### config.mk
export PLATFORM = sky130hd
export DESIGN_NAME = mem_arbiter_flat
export DESIGN_NICKNAME = d
export VERILOG_FILES = /design/src/rtl/mem_arbiter_if.sv /design/src/rtl/mem_arbiter.sv /design/src/flat_wrapper.sv
export SDC_FILE = /design/constraint.sdc
export NUM_CORES = 1
export LEC_CHECK = 0
export ABC_CLOCK_PERIOD_IN_PS = 3810
export CAP_MARGIN = 40
export CELL_PAD_IN_SITES_DETAIL_PLACEMENT = 0
export CELL_PAD_IN_SITES_GLOBAL_PLACEMENT = 2
export CORE_ASPECT_RATIO = 0.8
export CORE_MARGIN = 2
export CORE_UTILIZATION = 22
export CTS_CLUSTER_SIZE = 24
export DETAILED_ROUTE_END_ITERATION = 8
export GPL_ROUTABILITY_DRIVEN = 0
export PLACE_DENSITY = 0.76
export SYNTH_ARGS = -nofsm -noshare
export SYNTH_HDL_FRONTEND = slang
export SYNTH_SLANG_ARGS = --single-unit
### constraint.sdc
create_clock -name clk -period 3.81 [get_ports clk]
set_clock_uncertainty 0.2 [all_clocks]
set_input_delay 1.143 -clock clk [delete_from_list [all_inputs] [get_ports clk]]
set_output_delay 1.143 -clock clk [all_outputs]
set_load 0.01 [all_outputs]
### src/rtl/mem_arbiter_if.sv
// Core-side request/response and memory-side signals of mem_arbiter, bundled as one interface.
// The master modport is the system side (core requesters plus memory); the slave modport is the arbiter.
interface mem_arbiter_if;
  logic        if_req;
  logic [31:0] if_addr;
  logic        if_gnt;
  logic        if_rvalid;
  logic [31:0] if_rdata;
  logic        if_err;

  logic        d_req;
  logic        d_we;
  logic [1:0]  d_size;
  logic [31:0] d_addr;
  logic [31:0] d_wdata;
  logic        d_gnt;
  logic        d_rvalid;
  logic [31:0] d_rdata;
  logic        d_err;

  logic        mem_w_enb;
  logic        mem_r_enb;
  logic [31:0] mem_addr;
  logic [31:0] mem_w_data;
  logic [31:0] mem_r_data;

  modport master (
    output if_req, if_addr, d_req, d_we, d_size, d_addr, d_wdata, mem_r_data,
    input  if_gnt, if_rvalid, if_rdata, if_err, d_gnt, d_rvalid, d_rdata, d_err,
    input  mem_w_enb, mem_r_enb, mem_addr, mem_w_data
  );

  modport slave (
    input  if_req, if_addr, d_req, d_we, d_size, d_addr, d_wdata, mem_r_data,
    output if_gnt, if_rvalid, if_rdata, if_err, d_gnt, d_rvalid, d_rdata, d_err,
    output mem_w_enb, mem_r_enb, mem_addr, mem_w_data
  );
endinterface

### src/rtl/mem_arbiter.sv
// Shares one word-wide memory between fetch and load/store ports; 1-cycle response, sub-word stores as 2-cycle RMW.
// Losing/stalled requesters hold req until gnt. ARB_ROUND_ROBIN_EN selects round-robin over fixed D-first priority.
module mem_arbiter #(
  parameter int ADDR_BITS = 10
) (
  input  logic         clk,
  input  logic         rst,
  mem_arbiter_if.slave bus
);

  typedef enum logic {IDLE, RMW} state_t;

  localparam logic [1:0] SZ_BYTE = 2'b00;
  localparam logic [1:0] SZ_HALF = 2'b01;
  localparam logic [1:0] SZ_WORD = 2'b10;
  localparam logic [1:0] SZ_BAD  = 2'b11;

  state_t      state;
  logic [31:0] rmw_addr;
  logic [31:0] rmw_data;

  logic        pick_d;
  logic        if_bad;
  logic        d_bad;
  logic [4:0]  lane_sh;
  logic [31:0] lane_mask;
  logic [31:0] merged;
  logic [31:0] ld_data;

`ifdef ARB_ROUND_ROBIN_EN
  logic        rr_is_d;
  assign pick_d = bus.d_req & (~bus.if_req | rr_is_d);
`else
  assign pick_d = bus.d_req;
`endif

  assign bus.d_gnt  = ~rst & (state == IDLE) & pick_d;
  assign bus.if_gnt = ~rst & (state == IDLE) & bus.if_req & ~pick_d;

  assign if_bad = ((bus.if_addr >> ADDR_BITS) != 32'd0) | (bus.if_addr[1:0] != 2'b00);
  assign d_bad  = ((bus.d_addr >> ADDR_BITS) != 32'd0)
                | (bus.d_size == SZ_BAD)
                | ((bus.d_size == SZ_HALF) & bus.d_addr[0])
                | ((bus.d_size == SZ_WORD) & (bus.d_addr[1:0] != 2'b00));

  // Lane shift is valid for half accesses too, since aligned halves have addr[0]=0.
  assign lane_sh = {bus.d_addr[1:0], 3'b000};

  always_comb begin
    lane_mask = 32'hFFFF_FFFF;
    if (bus.d_size == SZ_BYTE)
      lane_mask = 32'h0000_00FF;
    else if (bus.d_size == SZ_HALF)
      lane_mask = 32'h0000_FFFF;
  end

  assign merged  = (bus.mem_r_data & ~(lane_mask << lane_sh))
                 | ((bus.d_wdata & lane_mask) << lane_sh);
  assign ld_data = (bus.mem_r_data >> lane_sh) & lane_mask;

  always_comb begin
    bus.mem_w_enb  = 1'b0;
    bus.mem_r_enb  = 1'b0;
    bus.mem_addr   = 32'd0;
    bus.mem_w_data = 32'd0;
    if (!rst) begin
      if (state == RMW) begin
        bus.mem_w_enb  = 1'b1;
        bus.mem_addr   = rmw_addr;
        bus.mem_w_data = rmw_data;
      end else if (bus.d_gnt && !d_bad) begin
        bus.mem_addr = {bus.d_addr[31:2], 2'b00};
        if (bus.d_we && bus.d_size == SZ_WORD) begin
          bus.mem_w_enb  = 1'b1;
          bus.mem_w_data = bus.d_wdata;
        end else begin
          bus.mem_r_enb = 1'b1;
        end
      end else if (bus.if_gnt && !if_bad) begin
        bus.mem_r_enb = 1'b1;
        bus.mem_addr  = {bus.if_addr[31:2], 2'b00};
      end
    end
  end

  always_ff @(posedge clk) begin
    if (rst) begin
      state         <= IDLE;
      rmw_addr      <= 32'd0;
      rmw_data      <= 32'd0;
      bus.if_rvalid <= 1'b0;
      bus.if_err    <= 1'b0;
      bus.if_rdata  <= 32'd0;
      bus.d_rvalid  <= 1'b0;
      bus.d_err     <= 1'b0;
      bus.d_rdata   <= 32'd0;
`ifdef ARB_ROUND_ROBIN_EN
      rr_is_d       <= 1'b1;
`endif
    end else begin
      bus.if_rvalid <= 1'b0;
      bus.if_err    <= 1'b0;
      bus.d_rvalid  <= 1'b0;
      bus.d_err     <= 1'b0;
      case (state)
        IDLE: begin
          if (bus.if_gnt) begin
            bus.if_rvalid <= 1'b1;
            bus.if_err    <= if_bad;
            bus.if_rdata  <= if_bad ? 32'd0 : bus.mem_r_data;
          end
          if (bus.d_gnt) begin
            if (d_bad) begin
              bus.d_rvalid <= 1'b1;
              bus.d_err    <= 1'b1;
              bus.d_rdata  <= 32'd0;
            end else if (bus.d_we && bus.d_size != SZ_WORD) begin
              state    <= RMW;
              rmw_addr <= {bus.d_addr[31:2], 2'b00};
              rmw_data <= merged;
            end else begin
              bus.d_rvalid <= 1'b1;
              bus.d_rdata  <= bus.d_we ? 32'd0 : ld_data;
            end
          end
        end
        RMW: begin
          bus.d_rvalid <= 1'b1;
          bus.d_rdata  <= 32'd0;
          state        <= IDLE;
        end
        default: state <= IDLE;
      endcase
`ifdef ARB_ROUND_ROBIN_EN
      if (bus.d_gnt && rr_is_d)
        rr_is_d <= 1'b0;
      else if (bus.if_gnt && !rr_is_d)
        rr_is_d <= 1'b1;
`endif
    end
  end

endmodule

### src/flat_wrapper.sv
// flat-port wrapper written by rule: the top's interface ports become plain ports
module mem_arbiter_flat 
#(
  parameter int ADDR_BITS = 10
)
  (clk, rst, bus_if_req, bus_if_addr, bus_d_req, bus_d_we, bus_d_size, bus_d_addr, bus_d_wdata, bus_mem_r_data, bus_if_gnt, bus_if_rvalid, bus_if_rdata, bus_if_err, bus_d_gnt, bus_d_rvalid, bus_d_rdata, bus_d_err, bus_mem_w_enb, bus_mem_r_enb, bus_mem_addr, bus_mem_w_data);
  mem_arbiter_if bus_i ();
  input  logic clk;
  input  logic rst;
  input wire logic [$bits(bus_i.if_req)-1:0] bus_if_req;
  input wire logic [$bits(bus_i.if_addr)-1:0] bus_if_addr;
  input wire logic [$bits(bus_i.d_req)-1:0] bus_d_req;
  input wire logic [$bits(bus_i.d_we)-1:0] bus_d_we;
  input wire logic [$bits(bus_i.d_size)-1:0] bus_d_size;
  input wire logic [$bits(bus_i.d_addr)-1:0] bus_d_addr;
  input wire logic [$bits(bus_i.d_wdata)-1:0] bus_d_wdata;
  input wire logic [$bits(bus_i.mem_r_data)-1:0] bus_mem_r_data;
  output wire logic [$bits(bus_i.if_gnt)-1:0] bus_if_gnt;
  output wire logic [$bits(bus_i.if_rvalid)-1:0] bus_if_rvalid;
  output wire logic [$bits(bus_i.if_rdata)-1:0] bus_if_rdata;
  output wire logic [$bits(bus_i.if_err)-1:0] bus_if_err;
  output wire logic [$bits(bus_i.d_gnt)-1:0] bus_d_gnt;
  output wire logic [$bits(bus_i.d_rvalid)-1:0] bus_d_rvalid;
  output wire logic [$bits(bus_i.d_rdata)-1:0] bus_d_rdata;
  output wire logic [$bits(bus_i.d_err)-1:0] bus_d_err;
  output wire logic [$bits(bus_i.mem_w_enb)-1:0] bus_mem_w_enb;
  output wire logic [$bits(bus_i.mem_r_enb)-1:0] bus_mem_r_enb;
  output wire logic [$bits(bus_i.mem_addr)-1:0] bus_mem_addr;
  output wire logic [$bits(bus_i.mem_w_data)-1:0] bus_mem_w_data;
  assign bus_i.if_req = bus_if_req;
  assign bus_i.if_addr = bus_if_addr;
  assign bus_i.d_req = bus_d_req;
  assign bus_i.d_we = bus_d_we;
  assign bus_i.d_size = bus_d_size;
  assign bus_i.d_addr = bus_d_addr;
  assign bus_i.d_wdata = bus_d_wdata;
  assign bus_i.mem_r_data = bus_mem_r_data;
  assign bus_if_gnt = bus_i.if_gnt;
  assign bus_if_rvalid = bus_i.if_rvalid;
  assign bus_if_rdata = bus_i.if_rdata;
  assign bus_if_err = bus_i.if_err;
  assign bus_d_gnt = bus_i.d_gnt;
  assign bus_d_rvalid = bus_i.d_rvalid;
  assign bus_d_rdata = bus_i.d_rdata;
  assign bus_d_err = bus_i.d_err;
  assign bus_mem_w_enb = bus_i.mem_w_enb;
  assign bus_mem_r_enb = bus_i.mem_r_enb;
  assign bus_mem_addr = bus_i.mem_addr;
  assign bus_mem_w_data = bus_i.mem_w_data;
  mem_arbiter #(.ADDR_BITS(ADDR_BITS)) u_core (.clk(clk), .rst(rst), .bus(bus_i));
endmodule
==> impl_metrics.csv, run 1 <==
group,metric,value,unit
status,status,"finished with violations",
status,violated_checks,"negative setup slack",
clock_network,h_tree_depth,4,
placed_design,port-buffer-count,268,
min_path,worst_min_path_class,"register to register",
grt,global_route.overflow_total,0,
final_layout,area_growth_syn_to_layout,65.3,%
timing,timing_max_transition_violations_final,0,
floorplan,core_area,0.0293,mm²
clock_network,cts.clk_slew.worst_paths,0.06,ns
setup_path,timing.setup.critical_path_class,"primary input to primary output",
power_and_ir_drop,fin_total_pwr,3.51,mW
grt,grt_pass1_wl,43400,µm
final_layout,design_area,0.0108,mm²
logic_synthesis,cell_variety_after_synth,42,
logic_synthesis,synth-seq-area-share,40.2,%
grt,grt_pass1_vias,6767,
setup_path,critical_path.startpoint,"bus_d_size[0]",
clock_network,clk_root_buffer_cell,"clkbuf_16",
timing,max_clock_freq,0.238,GHz
final_layout,layout.core_utilization,36.8,%
routing,antenna_violating_nets_post_route,0,
power_and_ir_drop,ir_drop,307,µV
setup_path,end_kind,"primary output",
setup_path,cp.required,2.47,ns
floorplan,chipWidth,197,µm
setup_path,worstPathMaxFanout,5,
routing,drt-initial-drc-count,538,
setup_path,crit_arrival,2.86,ns
clock_network,clock_latency,0.43,ns
timing,report.final.setup_viol,35,
logic_synthesis,synth_area_per_cell,8.69,µm²
setup_path,worst_reg2reg_startpoint,"u_core.state$_SDFF_PP0_",
routing,routed_wire_length_per_instance,20.3,µm
final_layout,num-fill-cells,3026,
timing,hold-worst-slack,0.249,ns
final_layout,final_layout_size_suffix_gt1_share,28.5,%
setup_path,r2r_setup_slack,1.36,ns
grt,grt_start_max_net_pins,63,
timing,finalHoldViolCount,0,
clock_network,clock_tree_from_tritoncts,"built",
timing,grt_setup_unrepaired,"true",
placed_design,dp_slack,-1.13,ns
timing,min_period,4.20,ns
final_layout,antenna_cells,0,
power_and_ir_drop,power.leakage,4.28,nW
clock_network,cts.sink_count,131,
routing,routed_wirelength,29600,µm
clock_network,cts_hold_buffers,0,
floorplan,placement_rows,56,
floorplan,die_h,158,µm
routing,firstDrtPassIters,4,
routing,detailroute.via_count,6788,
logic_synthesis,ys_ff_latch,131,
grt,grt_util_all_layers,18.9,%
routing,route.detailed.vias_per_inst,4.67,
timing,finalWorstSetupSlack,-0.392,ns
timing,finalCritPeriodShare,110,%
clock_network,cts_inserted_buffers,17,
timing,timing.slew.headroom,48.8,%
floorplan,design.portCount,271,
min_path,worst_hold_startpoint,"u_core.rmw_addr[20]$_SDFFE_PP0P_",
routing,route.detailed.drc,0,
final_layout,nNetsFinal,1198,
placed_design,dp_hpwl,21600,µm
grt,antenna_violations_before_repair,0,
clock_network,max-clock-path-buffers,2,
job,timing.max_cap.violations,0,
setup_path,crit_path_start_kind,"primary input",
logic_synthesis,syn_area,0.00653,mm²
timing,tightest_slew,0.769,ns
power_and_ir_drop,power.density_cell_area,325,mW/mm²
floorplan,die_area,0.0311,mm²
logic_synthesis,post_synth_inst_count,751,
floorplan,starting_density_of_the_core,22.3,%
placed_design,placed_area,0.0100,mm²
logic_synthesis,yosys_warnings,0,
## metal layers
metal / track usage, % / share of wire, %
met1: 27.0 / 49
met2: 27.8 / 43
met3: 5.07 / 6.5
met4: 4.94 / 1.4
met5: 0 / 0
## placed cells by master (no fill, tap or decap), drive strengths merged, types with 2 or more instances in the layout
cell | synthesis | layout
nor2b | 26 | 26
clkinvlp | 0 | 3
o211ai | 9 | 9
nor3 | 5 | 5
bufinv | 0 | 2
o2bb2ai | 24 | 24
a22oi | 16 | 16
clkbuf | 36 | 29
nor4 | 12 | 12
nor2 | 9 | 9
a21o | 3 | 3
bufbuf | 0 | 2
nand4 | 2 | 2
dlygate4sd2 | 0 | 18
nand2 | 139 | 139
buf | 30 | 154
clkinv | 1 | 5
clkdlybuf4s15 | 0 | 4
clkdlybuf4s50 | 0 | 151
a22o | 56 | 56
dlymetal6s2s | 0 | 17
nand3 | 32 | 32
a32oi | 8 | 8
dfxtp | 131 | 131
a21oi | 82 | 82
o21bai | 2 | 2
a211oi | 8 | 8
nand2b | 2 | 2
conb | 1 | 2
mux2i | 24 | 24
and2 | 47 | 47
o21ai | 18 | 18
or2 | 2 | 2
mux2 | 8 | 8
inv | 13 | 19
## worst paths after layout
| check | to | depth (start not counted) |
|---|---|---|
| min reg2reg | u_core.rmw_addr[20]$_SDFFE_PP0P_ | 1 |
| min | u_core.rmw_addr[20]$_SDFFE_PP0P_ | 1 |
| max reg2reg | u_core.rmw_data[28]$_SDFFE_PP0P_ | 8 |
| max | bus_mem_w_data[22] | 9 |
## synthesized netlist by cell type, drive strengths merged
| master | count | area share [%] |
|---|---|---|
| nand2 | 139 | 8.8 |
| dfxtp | 131 | 40 |
| a21oi | 82 | 8.5 |
| a22o | 56 | 7.5 |
| and2 | 47 | 4.5 |
| clkbuf | 36 | 2.1 |
| nand3 | 32 | 2.5 |
| buf | 30 | 3.4 |
| nor2b | 26 | 2.5 |
| mux2i | 24 | 3.7 |
| o2bb2ai | 24 | 3.2 |
| o21ai | 18 | 1.8 |
| a22oi | 16 | 1.8 |
| inv | 13 | 0.75 |
| nor4 | 12 | 1.1 |
| nor2 | 9 | 0.63 |
| o211ai | 9 | 1.0 |
| a211oi | 8 | 0.92 |
| a32oi | 8 | 1.1 |
| mux2 | 8 | 1.4 |
| nor3 | 5 | 0.46 |
| a21o | 3 | 0.34 |
| nand2b | 2 | 0.19 |
| nand4 | 2 | 0.19 |
| o21bai | 2 | 0.23 |
| or2 | 2 | 0.19 |
| clkinv | 1 | 0.25 |
| conb | 1 | 0.057 |
| nand3b | 1 | 0.12 |
| nor3b | 1 | 0.12 |
| nor4b | 1 | 0.23 |
| o21a | 1 | 0.12 |
| or4 | 1 | 0.12 |
## metrics by stage
stage,setup TNS [ns],instances
floorplan,0,752
global placement,-48.23,1404
detailed placement,-49.03,1406
CTS,-13.98,1449
global route,-14.49,1453
finish,-11.60,1453
## sequential cells by signal (all words and copies together), names as in the netlist
signal / count
u_core.bus.d_rdata: 32
u_core.bus.if_rdata: 32
u_core.rmw_data: 32
u_core.rmw_addr: 30
u_core.bus.d_err: 1
u_core.bus.d_rvalid: 1
u_core.bus.if_err: 1
u_core.bus.if_rvalid: 1
u_core.state: 1
## critical path: stages
cell           delay (ns)
dlygate4sd2_1        0.27
buf_4                0.16
nand3b_1             0.25
nor4b_4              0.35
buf_12               0.16
buf_12               0.13
buf_12               0.11
a22o_1               0.14
buf_2                0.13
## repair_timing
item | in CTS | in global routing
buffers inserted | 11 | 3
endpoints found under the hold margin | 0 | 0
pin swaps | 26 | 38
setup endpoints to repair | 66 | 54
cloned | 3 | 1
resized for setup | 297 | 76
## final cells by class
cell class,instances,area [µm²],share of cell area (%)
clock buffers,17,425,3.94
clock inverters,15,173,1.60
inverters,14,65.1,0.603
multi-input cells,541,3660,33.9
flip-flops and latches,131,2620,24.3
well taps,377,472,4.37
repair buffers,358,3380,31.3
## power by group
part / leakage [nW] / total [mW] / switching, mW / internal, mW
logic: 2.95 / 0.441 / 0.231 / 0.210
clock network: 0.283 / 1.69 / 0.713 / 0.981
registers: 1.06 / 1.37 / 0.000432 / 1.37
## cell families after synthesis
group	share of synthesized area [%]
buffers and inverters	6.44
AOI/OAI and AO/OA	26.6
muxes	5.06
other	0.0574
and+or+nand+nor	21.7
DFF	40.2
No activity file was read; power rests on OpenSTA's default activity.
==> run 2, diff against run 1 <==
- ABC_CLOCK_PERIOD_IN_PS: 3810 -> 4300
- CORE_UTILIZATION: 22 -> 24
- PLACE_DENSITY: 0.76 -> 0.79
- SKIP_LAST_GASP: default -> 1
- clock period: 3.81 -> 4.3 ns (I/O delays scaled with it)
==> impl_metrics.csv, run 2 (synthesis results as in run 1) <==
group,metric,value,unit
status,status,"finished with violations",
status,violated_checks,"negative setup slack",
timing,report.final.setup_viol,39,
routing,drt-initial-drc-count,490,
routing,route.detailed.vias_per_inst,4.79,
grt,grt_start_max_net_pins,63,
timing,finalCritPeriodShare,110,%
grt,grt_pass1_wl,45600,µm
timing,finalWorstSetupSlack,-0.449,ns
routing,routed_wire_length_per_instance,21.7,µm
min_path,worst_min_path_class,"register to register",
timing,max_clock_freq,0.211,GHz
final_layout,most_used_cells_in_the_layout_excluding_fill_and_tap_cells,"175 x clkdlybuf4s50_1, 131 x dfxtp_1, 115 x nand2_1, 85 x buf_4, 56 x a22o_1",
placed_design,dp_hpwl,20600,µm
final_layout,design_area,0.0111,mm²
setup_path,worstPathMaxFanout,4,
setup_path,worstPathCellList,"buf_8 -> nor4_4 -> nand4_1 -> buf_4 -> nor3_4 -> buf_4 -> nor4b_4 -> buf_6 -> buf_8 -> buf_12 -> buf_12 -> a22o_1 -> buf_2",
routing,detailroute.via_count,6984,
power_and_ir_drop,power.density_cell_area,278,mW/mm²
final_layout,mostFrequentLayoutCell,"clkdlybuf4s50_1",
floorplan,chipWidth,188,µm
timing,tns,-13.04,ns
power_and_ir_drop,power.leakage,4.32,nW
final_layout,nNetsFinal,1222,
setup_path,timing.setup.critical_path_class,"primary input to primary output",
grt,global_route.overflow_total,0,
final_layout,layout_top_registers,"u_core.bus.d_rdata: 32 flops, u_core.bus.if_rdata: 32 flops, u_core.rmw_data: 32 flops",
clock_network,max-clock-path-buffers,2,
timing,finalHoldViolCount,0,
timing,grt_setup_unrepaired,"true",
clock_network,clock_tree_from_tritoncts,"built",
setup_path,end_kind,"primary output",
setup_path,cpMaxStageDelayCell,"nor4_4",
grt,grt_pass1_vias,7081,
timing,tightest_slew,0.770,ns
setup_path,crit_path_start_kind,"primary input",
clock_network,h_tree_depth,4,
routing,route.detailed.drc,0,
placed_design,port-buffer-count,268,
routing,firstDrtPassIters,4,
routing,antenna_violating_nets_post_route,0,
timing,timing.slew.headroom,48.5,%
placed_design,dp_slack,-0.988,ns
final_layout,area_growth_syn_to_layout,69.6,%
floorplan,placement_rows,53,
final_layout,final_layout_size_suffix_gt1_share,30.1,%
routing,routed_wirelength,31600,µm
clock_network,cts.clk_slew.worst_paths,0.07,ns
placed_design,placed_area,0.00972,mm²
clock_network,cts.sink_count,131,
job,timing.max_cap.violations,0,
power_and_ir_drop,ir_drop,256,µV
clock_network,cts_hold_buffers,0,
setup_path,r2r_setup_slack,1.95,ns
grt,antenna_violations_before_repair,1,
grt,grt_util_all_layers,21.6,%
clock_network,clock_latency,0.43,ns
floorplan,core_area,0.0265,mm²
clock_network,clk_root_buffer_cell,"clkbuf_16",
clock_network,cts_inserted_buffers,17,
setup_path,cp.required,2.81,ns
setup_path,max_stage_delay,0.27,ns
final_layout,layout.core_utilization,41.7,%
floorplan,design.portCount,271,
floorplan,starting_density_of_the_core,24.6,%
setup_path,crit_arrival,3.26,ns
floorplan,die_h,152,µm
floorplan,die_area,0.0285,mm²
timing,min_period,4.75,ns
timing,timing_max_transition_violations_final,0,
## run 2: cell count changes in the layout (fill, tap and decap cells not counted), sizes merged, moves of 4 or more
cell / before / now
clkdlybuf4s50: 151 / 175
dlymetal6s2s: 17 / 9
dlygate4sd2: 18 / 11
buf: 154 / 162
inv: 19 / 24
clkbuf: 29 / 33
## run 2: metal layers
layer  up-vias  part of all wire [%]  track usage, %
met5         -                     0               0
met4         0                   1.8            6.52
met3        33                   6.9            6.08
met2       271                    44            32.5
met1      3340                    48            29.9
li1       3340                     -               -
## run 2: stage by stage
| stage | std cells | hold WS, ns | total power, mW |
|---|---|---|---|
| 2_1_floorplan | 752 | 0.221 | 1.38 |
| 6_report | 1458 | 0.248 | 3.08 |
| 4_1_cts | 1460 | 0.252 | 3.08 |
| 3_3_place_gp | 1359 | 0.233 | 1.61 |
| 5_1_grt | 1458 | 0.260 | 3.19 |
| 3_5_place_dp | 1360 | 0.235 | 1.61 |
## run 2: report_power, final
| group | internal (mW) | switching [mW] |
|---|---|---|
| Combinational | 0.194 | 0.215 |
| Clock | 0.777 | 0.677 |
| Sequential | 1.21 | 0.000353 |
| Total | 2.18 | 0.893 |
## run 2: final cells by class
| cell class | count | area (µm²) |
|---|---|---|
| Tap cell | 357 | 447 |
| Fill cell | 2689 | 15500 |
| Clock inverter | 15 | 155 |
| Sequential cell | 131 | 2620 |
| Timing Repair Buffer | 378 | 3590 |
| Antenna cell | 1 | 2.50 |
| Inverter | 14 | 65.1 |
| Multi-Input combinational cell | 543 | 3740 |
| Timing Repair inverter | 2 | 25.0 |
| Clock buffer | 17 | 425 |
## run 2: timing repair
action / CTS / global route
endpoints found under the setup margin: 43 / 140
gates resized for setup: 256 / 97
pin swaps: 17 / 31
cloned: 6 / 6
setup buffers: 64 / 9
## run 2: path summary, 6_finish.rpt
check | startpoint | end | depth (start not counted)
max | bus_d_addr[10] | bus_mem_w_data[3] | 13
min | u_core.bus.if_rdata[19]$_SDFFE_PP0P_ | u_core.bus.if_rdata[19]$_SDFFE_PP0P_ | 2
max reg2reg | u_core.state$_SDFF_PP0_ | u_core.rmw_addr[31]$_SDFFE_PP0P_ | 7
min reg2reg | u_core.bus.if_rdata[19]$_SDFFE_PP0P_ | u_core.bus.if_rdata[19]$_SDFFE_PP0P_ | 2
## run 2: worst max-delay path, delay by kind of cell
family	cells	cell delay, ns
buffers and inverters	8	1.06
AO/OA/AOI/OAI	1	0.12
AND/OR/NAND/NOR	4	0.79
==> run 3, diff against run 2 <==
--- a/config.mk
+++ b/config.mk
@@ -14,2 +14,3 @@
 export CORE_UTILIZATION = 24
+export CTS_CLUSTER_DIAMETER = 80
 export CTS_CLUSTER_SIZE = 24
--- a/constraint.sdc
+++ b/constraint.sdc
@@ -4,2 +4,2 @@
 set_output_delay 1.29 -clock clk [all_outputs]
-set_load 0.01 [all_outputs]
+set_load 0.1 [all_outputs]
==> impl_metrics.csv, run 3 (synthesis results as in run 1) <==
group,metric,value,unit
grt,grt_start_max_net_pins,63,
placed_design,port-buffer-count,268,
job,timing.max_cap.violations,0,
setup_path,r2r_setup_slack,1.86,ns
timing,report.final.setup_viol,32,
power_and_ir_drop,power.leakage,4.87,nW
timing,timing_max_transition_violations_final,0,
min_path,worst_min_path_class,"register to register",
grt,global_route.overflow_total,0,
floorplan,chipWidth,188,µm
grt,grt_pass1_wl,45400,µm
timing,max_clock_freq,0.221,GHz
clock_network,cts.sink_count,131,
setup_path,worstPathMaxFanout,8,
power_and_ir_drop,internal_power,2.28,mW
final_layout,area_growth_syn_to_layout,90.6,%
placed_design,dp_hpwl,21600,µm
clock_network,clock_latency,0.42,ns
final_layout,layout.core_utilization,46.9,%
timing,min_period,4.53,ns
floorplan,die_area,0.0285,mm²
timing,tns,-6.40,ns
clock_network,cts_hold_buffers,0,
timing,grt_setup_unrepaired,"true",
power_and_ir_drop,netSwitchingPower,885,µW
timing,finalWorstSetupSlack,-0.231,ns
power_and_ir_drop,switching_share,28.0,%
clock_network,cts_inserted_buffers,17,
routing,met3_length,1980,µm
setup_path,timing.setup.critical_path_class,"primary input to primary output",
routing,m1WireLength,15000,µm
final_layout,most_used_cells_in_the_layout_excluding_fill_and_tap_cells,"131 x dfxtp_1, 117 x clkdlybuf4s50_1, 98 x nand2_1, 90 x buf_4, 76 x buf_12",
timing,tightest_slew,0.792,ns
final_layout,layout_top_registers,"u_core.bus.d_rdata: 32 flops, u_core.bus.if_rdata: 32 flops, u_core.rmw_data: 32 flops",
final_layout,mostFrequentLayoutCell,"dfxtp_1",
timing,finalCritPeriodShare,105,%
routing,route.detailed.drc,0,
setup_path,cpMaxStageDelayCell,"nor4b_4",
clock_network,h_tree_depth,4,
setup_path,critical-path-top-cell-by-count,"buf_12",
power_and_ir_drop,share_clk_of_total_power,48.7,%
grt,antenna_violations_before_repair,1,
final_layout,final_layout_size_suffix_gt1_share,40.0,%
floorplan,die_h,152,µm
final_layout,nNetsFinal,1222,
routing,maxUsedRoutingLayer,"met4",
grt,grt_util_all_layers,21.2,%
routing,firstDrtPassIters,5,
routing,route.detailed.vias_per_inst,4.84,
clock_network,cts.clk_slew.worst_paths,0.06,ns
routing,antenna_violating_nets_post_route,0,
setup_path,path_buf_inv,4,
setup_path,end_kind,"primary output",
setup_path,crit_path_start_kind,"primary input",
clock_network,max-clock-path-buffers,2,
timing,finalHoldViolCount,0,
routing,routed_wirelength,31300,µm
power_and_ir_drop,ir_drop,278,µV
clock_network,clock_tree_from_tritoncts,"built",
power_and_ir_drop,power.share.sequential,38.4,%
timing,timing.slew.headroom,47.0,%
setup_path,worstPathCellList,"clkdlybuf4s15_1 -> nor4_4 -> o211ai_1 -> nor3_2 -> nor4b_4 -> buf_4 -> buf_12 -> a22o_4 -> buf_12",
routing,detailroute.via_count,7061,
routing,routed_wire_length_per_instance,21.5,µm
routing,drt-initial-drc-count,474,
floorplan,placement_rows,53,
power_and_ir_drop,power.density_cell_area,254,mW/mm²
final_layout,design_area,0.0124,mm²
power_and_ir_drop,comb_power_share,12.9,%
clock_network,clk_root_buffer_cell,"clkbuf_16",
setup_path,max_stage_delay,0.30,ns
status,violated_checks,"negative setup slack",
status,status,"finished with violations",
final_layout,num-fill-cells,2460,
grt,grt_pass1_vias,7086,
routing,dr_wl_met2,13700,µm
floorplan,starting_density_of_the_core,24.6,%
placed_design,placed_area,0.0112,mm²
floorplan,core_area,0.0265,mm²
setup_path,crit_arrival,3.04,ns
setup_path,cp.required,2.81,ns
timing,hold-worst-slack,0.252,ns
floorplan,design.portCount,271,
setup_path,category_of_cells_accounting_for_the_largest_share_of_critical_path_delay,"buffers and inverters",
-- run 3: cell count changes in the layout (fill, tap and decap cells not counted), moves of 19 or more --
| cell | change |
|---|---|
| buf_12 | +64 |
| clkdlybuf4s50_1 | -58 |
| a22o_1 | -32 |
| a22o_4 | +32 |
| buf_2 | -25 |
| buf_8 | +19 |
-- run 3: worst paths after layout --
path	depth (start not counted)	start	to
setup / recovery	9	bus_d_addr[16]	bus_mem_w_data[11]
hold / removal	1	u_core.rmw_addr[11]$_SDFFE_PP0P_	u_core.rmw_addr[11]$_SDFFE_PP0P_
hold reg to reg	1	u_core.rmw_addr[11]$_SDFFE_PP0P_	u_core.rmw_addr[11]$_SDFFE_PP0P_
setup reg to reg	8	u_core.state$_SDFF_PP0_	u_core.rmw_data[22]$_SDFFE_PP0P_
-- run 3: power groups by stage --
| stage | combinational (mW) | sequential (mW) | clock (mW) |
|---|---|---|---|
| floorplan | 0.149 | 1.26 | 0 |
| global placement | 0.393 | 1.24 | 0 |
| detailed placement | 0.402 | 1.24 | 0 |
| CTS | 0.399 | 1.22 | 1.56 |
| global route | 0.431 | 1.21 | 1.62 |
| finish | 0.409 | 1.22 | 1.54 |
-- run 3: metal layers --
layer,GRT usage [%],vias to the layer above
met5,0,-
met4,5.43,0
met3,5.39,42
met2,32.1,258
met1,30.0,3400
li1,-,3361
-- run 3: layout make-up --
type	count	area (µm²)	area share, %
inverter	14	65.1	0.523
timing repair inverter	3	33.8	0.271
sequential	131	2620	21.1
timing repair buffer	377	4580	36.8
tap	357	447	3.59
multi-input combinational	543	4090	32.8
antenna	1	2.50	0.0201
clock inverter	14	166	1.34
clock buffer	18	439	3.53
-- run 3: stage by stage --
step                      power (mW)  setup slack (ns)  std cells
after floorplan                 1.40            -0.247        752
after global routing            3.26            -0.299       1458
after CTS                       3.17            -0.225       1450
final                           3.16            -0.231       1458
after detailed placement        1.64            -0.708       1383
after global placement          1.64            -0.644       1346
-- run 3: timing repair --
item / CTS / global route
cloned: 4 / 7
pin swaps: 29 / 28
setup endpoints to repair: 42 / 121
hold endpoints to repair: 0 / 0
resized for setup: 131 / 54
buffers inserted: 33 / 9
